`src/rtl/instr_loader_if.sv`:
```
// rtl/instr_loader_if.sv - instruction memory write port bundle
//
// Carries one write beat from the loader to the instruction memory.
//   wr_en    one-cycle write strobe
//   wr_addr  word address (ADDR_W bits)
//   wr_data  instruction word (DATA_W bits)
// Modports: master = loader (drives), slave = memory (receives).

interface instr_loader_if #(
  parameter int ADDR_W = 8,
  parameter int DATA_W = 6
) ();

  logic              wr_en;
  logic [ADDR_W-1:0] wr_addr;
  logic [DATA_W-1:0] wr_data;

  modport master (
    output wr_en,
    output wr_addr,
    output wr_data
  );

  modport slave (
    input wr_en,
    input wr_addr,
    input wr_data
  );

endinterface

```
`src/rtl/instr_loader.sv`:
```
// rtl/instr_loader.sv - pin-driven writer for the CPU instruction store
//
// Accepts instruction words from off-chip pins via a slow strobe handshake
// and writes them sequentially into instruction memory from address 0,
// holding the CPU in reset for the duration of a loading session.
//
// Ports:
//   clk        system clock
//   rst_n      asynchronous active-low reset
//   load_en    async pin level, high = loading session active
//   strobe     async pin, rising edge presents one word
//   data_in    instruction word, held stable by host while strobe is high
//   wr         instruction memory write port (wr_en / wr_addr / wr_data)
//   cpu_rst_n  active-low reset to the CPU core
//   done       one-cycle pulse at the end of a session
//   overflow   sticky: more than DEPTH words offered in this session
//   length     words written in the last completed session

module instr_loader #(
  parameter int ADDR_W = 8,
  parameter int DATA_W = 6,
  parameter int DEPTH  = 256
) (
  input  logic                clk,
  input  logic                rst_n,
  input  logic                load_en,
  input  logic                strobe,
  input  logic [DATA_W-1:0]   data_in,
  instr_loader_if.master      wr,
  output logic                cpu_rst_n,
  output logic                done,
  output logic                overflow,
  output logic [ADDR_W:0]     length
);

  localparam logic [ADDR_W:0] DEPTH_C = (ADDR_W+1)'(DEPTH);
  localparam logic [ADDR_W:0] ONE_C   = (ADDR_W+1)'(1);

  typedef enum logic [1:0] {
    IDLE   = 2'd0,
    LOAD   = 2'd1,
    FINISH = 2'd2
  } state_t;

  state_t state, state_nxt;

  // Two synchronizer flops per async pin, plus a history flop for edge
  // detection on the synchronized level.
  logic load_s1, load_s2, load_h;
  logic strobe_s1, strobe_s2, strobe_h;

  logic load_rise, load_fall, strobe_edge;

  logic [ADDR_W:0]   cnt, cnt_nxt;
  logic              wr_en_q, wr_en_nxt;
  logic [ADDR_W-1:0] wr_addr_q, wr_addr_nxt;
  logic [DATA_W-1:0] wr_data_q, wr_data_nxt;
  logic              cpu_rst_n_q, cpu_rst_n_nxt;
  logic              done_q, done_nxt;
  logic              overflow_q, overflow_nxt;
  logic [ADDR_W:0]   length_q, length_nxt;

  assign load_rise   =  load_s2 & ~load_h;
  assign load_fall   = ~load_s2 &  load_h;
  assign strobe_edge =  strobe_s2 & ~strobe_h;

  always_ff @(posedge clk or negedge rst_n) begin
    if (!rst_n) begin
      load_s1     <= 1'b0;
      load_s2     <= 1'b0;
      load_h      <= 1'b0;
      strobe_s1   <= 1'b0;
      strobe_s2   <= 1'b0;
      strobe_h    <= 1'b0;
    end else begin
      load_s1     <= load_en;
      load_s2     <= load_s1;
      load_h      <= load_s2;
      strobe_s1   <= strobe;
      strobe_s2   <= strobe_s1;
      strobe_h    <= strobe_s2;
    end
  end

  always_ff @(posedge clk or negedge rst_n) begin
    if (!rst_n) begin
      state       <= IDLE;
      cnt         <= '0;
      wr_en_q     <= 1'b0;
      wr_addr_q   <= '0;
      wr_data_q   <= '0;
      cpu_rst_n_q <= 1'b0;
      done_q      <= 1'b0;
      overflow_q  <= 1'b0;
      length_q    <= '0;
    end else begin
      state       <= state_nxt;
      cnt         <= cnt_nxt;
      wr_en_q     <= wr_en_nxt;
      wr_addr_q   <= wr_addr_nxt;
      wr_data_q   <= wr_data_nxt;
      cpu_rst_n_q <= cpu_rst_n_nxt;
      done_q      <= done_nxt;
      overflow_q  <= overflow_nxt;
      length_q    <= length_nxt;
    end
  end

  always_comb begin
    state_nxt     = state;
    cnt_nxt       = cnt;
    wr_en_nxt     = 1'b0;
    wr_addr_nxt   = wr_addr_q;
    wr_data_nxt   = wr_data_q;
    cpu_rst_n_nxt = cpu_rst_n_q;
    done_nxt      = 1'b0;
    overflow_nxt  = overflow_q;
    length_nxt    = length_q;

    case (state)
      IDLE: begin
        // CPU runs whenever no session is in progress; strobes are ignored.
        cpu_rst_n_nxt = 1'b1;
        if (load_rise) begin
          cnt_nxt       = '0;
          overflow_nxt  = 1'b0;
          cpu_rst_n_nxt = 1'b0;
          state_nxt     = LOAD;
        end
      end

      LOAD: begin
        cpu_rst_n_nxt = 1'b0;
        if (strobe_edge) begin
          if (cnt < DEPTH_C) begin
            wr_en_nxt   = 1'b1;
            wr_addr_nxt = cnt[ADDR_W-1:0];
            wr_data_nxt = data_in;
            cnt_nxt     = cnt + ONE_C;
          end else begin
            overflow_nxt = 1'b1;
          end
        end
        // A strobe coinciding with the end of the session still lands, so
        // the reported length uses the post-write count.
        if (load_fall) begin
          done_nxt   = 1'b1;
          length_nxt = cnt_nxt;
          state_nxt  = FINISH;
        end
      end

      FINISH: begin
        cpu_rst_n_nxt = 1'b1;
        state_nxt     = IDLE;
      end

      default: begin
        state_nxt = IDLE;
      end
    endcase
  end

  assign wr.wr_en    = wr_en_q;
  assign wr.wr_addr  = wr_addr_q;
  assign wr.wr_data  = wr_data_q;
  assign cpu_rst_n   = cpu_rst_n_q;
  assign done        = done_q;
  assign overflow    = overflow_q;
  assign length      = length_q;

endmodule

```
`src/flat_wrapper.sv`:
```
// flat-port wrapper written by rule: the top's interface ports become plain ports
module instr_loader_flat 
#(
  parameter int ADDR_W = 8,
  parameter int DATA_W = 6,
  parameter int DEPTH  = 256
)
  (clk, rst_n, load_en, strobe, data_in, cpu_rst_n, done, overflow, length, wr_wr_en, wr_wr_addr, wr_wr_data);
  instr_loader_if #(.ADDR_W(ADDR_W), .DATA_W(DATA_W)) wr_i ();
  input  logic clk;
  input  logic rst_n;
  input  logic load_en;
  input  logic strobe;
  input  logic [DATA_W-1:0] data_in;
  output logic cpu_rst_n;
  output logic done;
  output logic overflow;
  output logic [ADDR_W:0] length;
  output wire logic [$bits(wr_i.wr_en)-1:0] wr_wr_en;
  output wire logic [$bits(wr_i.wr_addr)-1:0] wr_wr_addr;
  output wire logic [$bits(wr_i.wr_data)-1:0] wr_wr_data;
  assign wr_wr_en = wr_i.wr_en;
  assign wr_wr_addr = wr_i.wr_addr;
  assign wr_wr_data = wr_i.wr_data;
  instr_loader #(.ADDR_W(ADDR_W), .DATA_W(DATA_W), .DEPTH(DEPTH)) u_core (.clk(clk), .rst_n(rst_n), .load_en(load_en), .strobe(strobe), .data_in(data_in), .wr(wr_i), .cpu_rst_n(cpu_rst_n), .done(done), .overflow(overflow), .length(length));
endmodule
```
`config.mk`:
```
export PLATFORM = sky130hd
export DESIGN_NAME = instr_loader_flat
export DESIGN_NICKNAME = d
export VERILOG_FILES = /design/src/rtl/instr_loader_if.sv /design/src/rtl/instr_loader.sv /design/src/flat_wrapper.sv
export SDC_FILE = /design/constraint.sdc
export NUM_CORES = 1
export LEC_CHECK = 0
export CAP_MARGIN = 20
export CORE_ASPECT_RATIO = 1.5
export CORE_MARGIN = 2
export CORE_UTILIZATION = 55
export DETAILED_ROUTE_END_ITERATION = 8
export GPL_TIMING_DRIVEN = 0
export PLACE_DENSITY = 0.95
export SLEW_MARGIN = 20
export SYNTH_ARGS = -nofsm -noshare
export SYNTH_HDL_FRONTEND = slang
export SYNTH_SLANG_ARGS = --single-unit
```
`constraint.sdc`:
```
create_clock -name clk -period 3.05 [get_ports clk]
set_input_delay 0.305 -clock clk [delete_from_list [all_inputs] [get_ports clk]]
set_output_delay 0.305 -clock clk [all_outputs]
set_load 0.02 [all_outputs]
```
==> reports/qor.yml <==
outcome:
  status: "complete, no violations"
critical_path:
  cp_max_fo: 8
  worst-path-buf-inv: 2
  path_class: "flip-flop to flip-flop"
  required_ns: 3.23
  worstPathArrival_ns: 2.31
  cp-start-kind: "flip-flop"
  max_stage_delay_ns: 0.46
  crit_path_frequent_cell: "inv_1"
  timing.critical_path.to_type: "flip-flop"
  crit_chain: "inv_1, ha_1, inv_1, o21ai_1, o21ai_0, a32o_1"
  cpLargestDelayFamily: "compound AO/OA/AOI/OAI gates"
  cpMaxStageDelayCell: "o21ai_1"
global_routing:
  grt_max_degree: 26
  grt_overflow: 0
  grt_pass1_vias: 1423
  antenna_found_initial: 0
  grt.total_usage_pct: 21.2
  grt_pass1_wl_um: 6380
sta:
  finalSetupTns_ns: 0
  skew_ns: 0.00452
  slew_violations: 0
  slew_headroom_pct: 60.2
  rsz0062_at_grt: "no"
  worst_slew_pin_slew_ns: 0.595
  timing.final.crit_period_ns: 2.13
  finalSetupViolCount: 0
  min_period_over_period_pct: 69.8
  hold_slack_ns: 0.00286
  finalHoldViolations: 0
  fmaxAchievable_ghz: 0.470
cells_and_area:
  fill_cells: 239
  drive_above_1_share_pct: 16.3
  seqCellArea_um2: 1100
  multi_input_area_um2: 791
  nets: 225
  diodes: 0
  area_delta_synth_final_pct: 28.8
place:
  gp_congestion: 0.764
  portBuffers: 36
  hpwl_um: 2730
synthesis:
  synth_top_family_by_area: "simple AND/OR/NAND/NOR gates"
  ys_top_cells_by_area: "dfrtp_1 56%, mux2_2 8.6%, ha_1 3.8%, o21ai_0 3.6%, nand2_1 2.9%"
  async_reset_ff_share_pct: 100
  yosysWarnings: 0
  syn-instance-count: 165
  synth_xor_area_share_pct: 3.13
  synth_mux_area_share_pct: 9.65
  synth-simple-area-share_pct: 13.1
  synth.top_cell.area_share_pct: 56.2
  synth_compound_area_share_pct: 10.7
  yosysUniqueCellTypes: 36
  synth_fa_ha_area_share_pct: 3.83
  ys_seq_elements: 44
  synth_edf_count: 0
  synth_area_um2: 1960
  synth_nets: 181
  yosysTopAreaCell: "dfrtp_1"
  synthFlopType: "dfrtp_1"
  syn_avg_cell_area_um2: 11.9
  yosysSeqAreaShare_pct: 56.2
route:
  wl_per_cell_um: 14.4
  wl_um: 3610
  vias: 1386
  ant_nets: 0
  drc: 0
  viasPerCell: 5.52
  drtIter0Drc: 25
  dr.pass1.iters: 5
hold_path:
  hp-class: "input port to asynchronous set/reset pin"
floorplanning:
  core_area_um2: 3420
  initial_core_util_pct: 57.3
  die_area_um2: 4060
  die_w_um: 52.7
  row_count: 26
  design.portCount: 37
  dieHeight_um: 77.1
clocking:
  clk_latency_ns: 0.29
  postCtsHoldBufs: 0
  clk_pin_slew_ns: 0.08
  cts_buffers: 5
  cts.path.max_buffers: 2
  htreeDepth: 2
  cts_tree: "done"
  clock_sinks: 44
  cts_setup_buffers: 0
  cts_resized: 0
  clock-root-buffer: "clkbuf_8"
power_and_ir_drop:
  powerDensity_nw_per_um2: 753
  ir_worst_vdd_uv: 576
  p_leak_nw: 1.15
flow_run:
  cap_violations: 0
## report_power, final
| part | total (mW) | leakage [nW] | switching (mW) | internal (mW) |
|---|---|---|---|---|
| sequential | 0.744 | 0.579 | 0.0633 | 0.681 |
| clock | 0.506 | 0.0642 | 0.184 | 0.322 |
| combinational | 0.649 | 0.507 | 0.349 | 0.300 |
## layout make-up
cell class	instances	share of cell area [%]
Multi-Input combinational cell	108	31.3
Inverter	5	0.744
Clock inverter	2	2.38
Timing Repair Buffer	37	15.2
Buffer	8	1.88
Clock buffer	5	2.73
Tap cell	42	2.08
Sequential cell	44	43.7
## cell usage in the layout, fill, tap and decap left out
cell and n:
dfrtp_1 44, clkdlybuf4s50_1 35, mux2_2 15, nand2_1 15
o21ai_0 14, xnor2_1 6, nor2_1 6, ha_1 6
inv_1 5, a21oi_1 5, a21o_1 5, clkbuf_8 5
nand2b_1 4, clkbuf_1 4, nor3_1 4, nand3_1 3
buf_2 2, buf_6 2, nand3b_1 2, o21ai_1 2
nor3_4 2, a31oi_1 2, nor4_1 2, mux2i_1 2
bufinv_16 2, or2_2 1, or3b_1 1, nor2_8 1
clkbuf_2 1, nand4b_1 1, nand4_1 1, a22o_1 1
nor3b_1 1, a21bo_2 1, a32o_1 1, a22oi_1 1
o21ai_2 1, xor2_1 1, o2bb2ai_1 1, buf_16 1
## worst reg2reg max path: cells and delay by family, from the launching register on
kind | cells | cell delay, ns
DFF | 1 | 0.43
buffers and inverters | 2 | 0.32
AOI/OAI and AO/OA | 3 | 1.00
adders and majority gates | 1 | 0.27
## sequential cells by signal, indices dropped and copies added (netlist names)
signal             count
u_core.cnt             9
u_core.cpu_rst_n       1
u_core.done            1
u_core.length          9
u_core.load_h          1
u_core.load_s1         1
u_core.load_s2         1
u_core.overflow        1
u_core.state           2
u_core.strobe_h        1
u_core.strobe_s1       1
u_core.strobe_s2       1
u_core.wr.wr_addr      8
u_core.wr.wr_data      6
u_core.wr.wr_en        1
## metrics by stage
| stage | util, % | setup WS (ns) | total power, mW | instance area [um2] | instances |
|---|---|---|---|---|---|
| floorplan | - | 1.30 | 1.15 | 1960 | 165 |
| global placement | 69.4 | 0.581 | 1.37 | 2370 | 243 |
| detailed placement | 70.1 | 1.02 | 1.40 | 2390 | 244 |
| CTS | 73.8 | 0.963 | 1.91 | 2520 | 251 |
| global route | 73.8 | 0.748 | 2.01 | 2520 | 251 |
| finish | 73.8 | 0.921 | 1.90 | 2520 | 251 |
## cell families after synthesis
logic type / Yosys count
buffers and inverters: 13
AOI/OAI and AO/OA: 34
DFF: 44
muxes: 17
and+or+nand+nor: 44
adders and majority gates: 6
xor gates and xnor gates: 7
## routing by layer
| layer | share of wire [%] | vias up | global-route usage (%) | wire [um] |
|---|---|---|---|---|
| li1 | - | 659 | - | - |
| met1 | 41 | 683 | 26.3 | 1470 |
| met2 | 54 | 39 | 34.1 | 1950 |
| met3 | 4.0 | 5 | 5.64 | 145 |
| met4 | 1.3 | 0 | 9.23 | 48 |
| met5 | 0 | - | 0 | 0 |
## cells in the mapped netlist (all sizes together) (2+ instances only)
library cell / count
nor2: 7
buf: 3
a21o: 5
mux2: 15
ha: 6
clkbuf: 5
o21ai: 17
mux2i: 2
nor3: 6
nand2: 15
inv: 5
nand3: 3
nand3b: 2
nand2b: 4
a31oi: 2
nor4: 2
xnor2: 6
dfrtp: 44
a21oi: 5
## final timing paths
check / start / end / slack (ns) / depth (start not counted)
worst max-delay path: u_core.state[1] / u_core.cnt[1] / 0.92 / 6
worst min-delay path: rst_n / u_core.state[0] / 0.003 / 1
worst max register to register: u_core.state[1] / u_core.cnt[1] / 0.92 / 6
worst min register to register: u_core.load_s1 / u_core.load_s2 / 0.35 / 0
max in group asynchronous: rst_n / u_core.cnt[5] / 2.55 / 2
min in group clk: u_core.load_s1 / u_core.load_s2 / 0.35 / 0
Note: power is estimated with default switching activity, not from simulation.
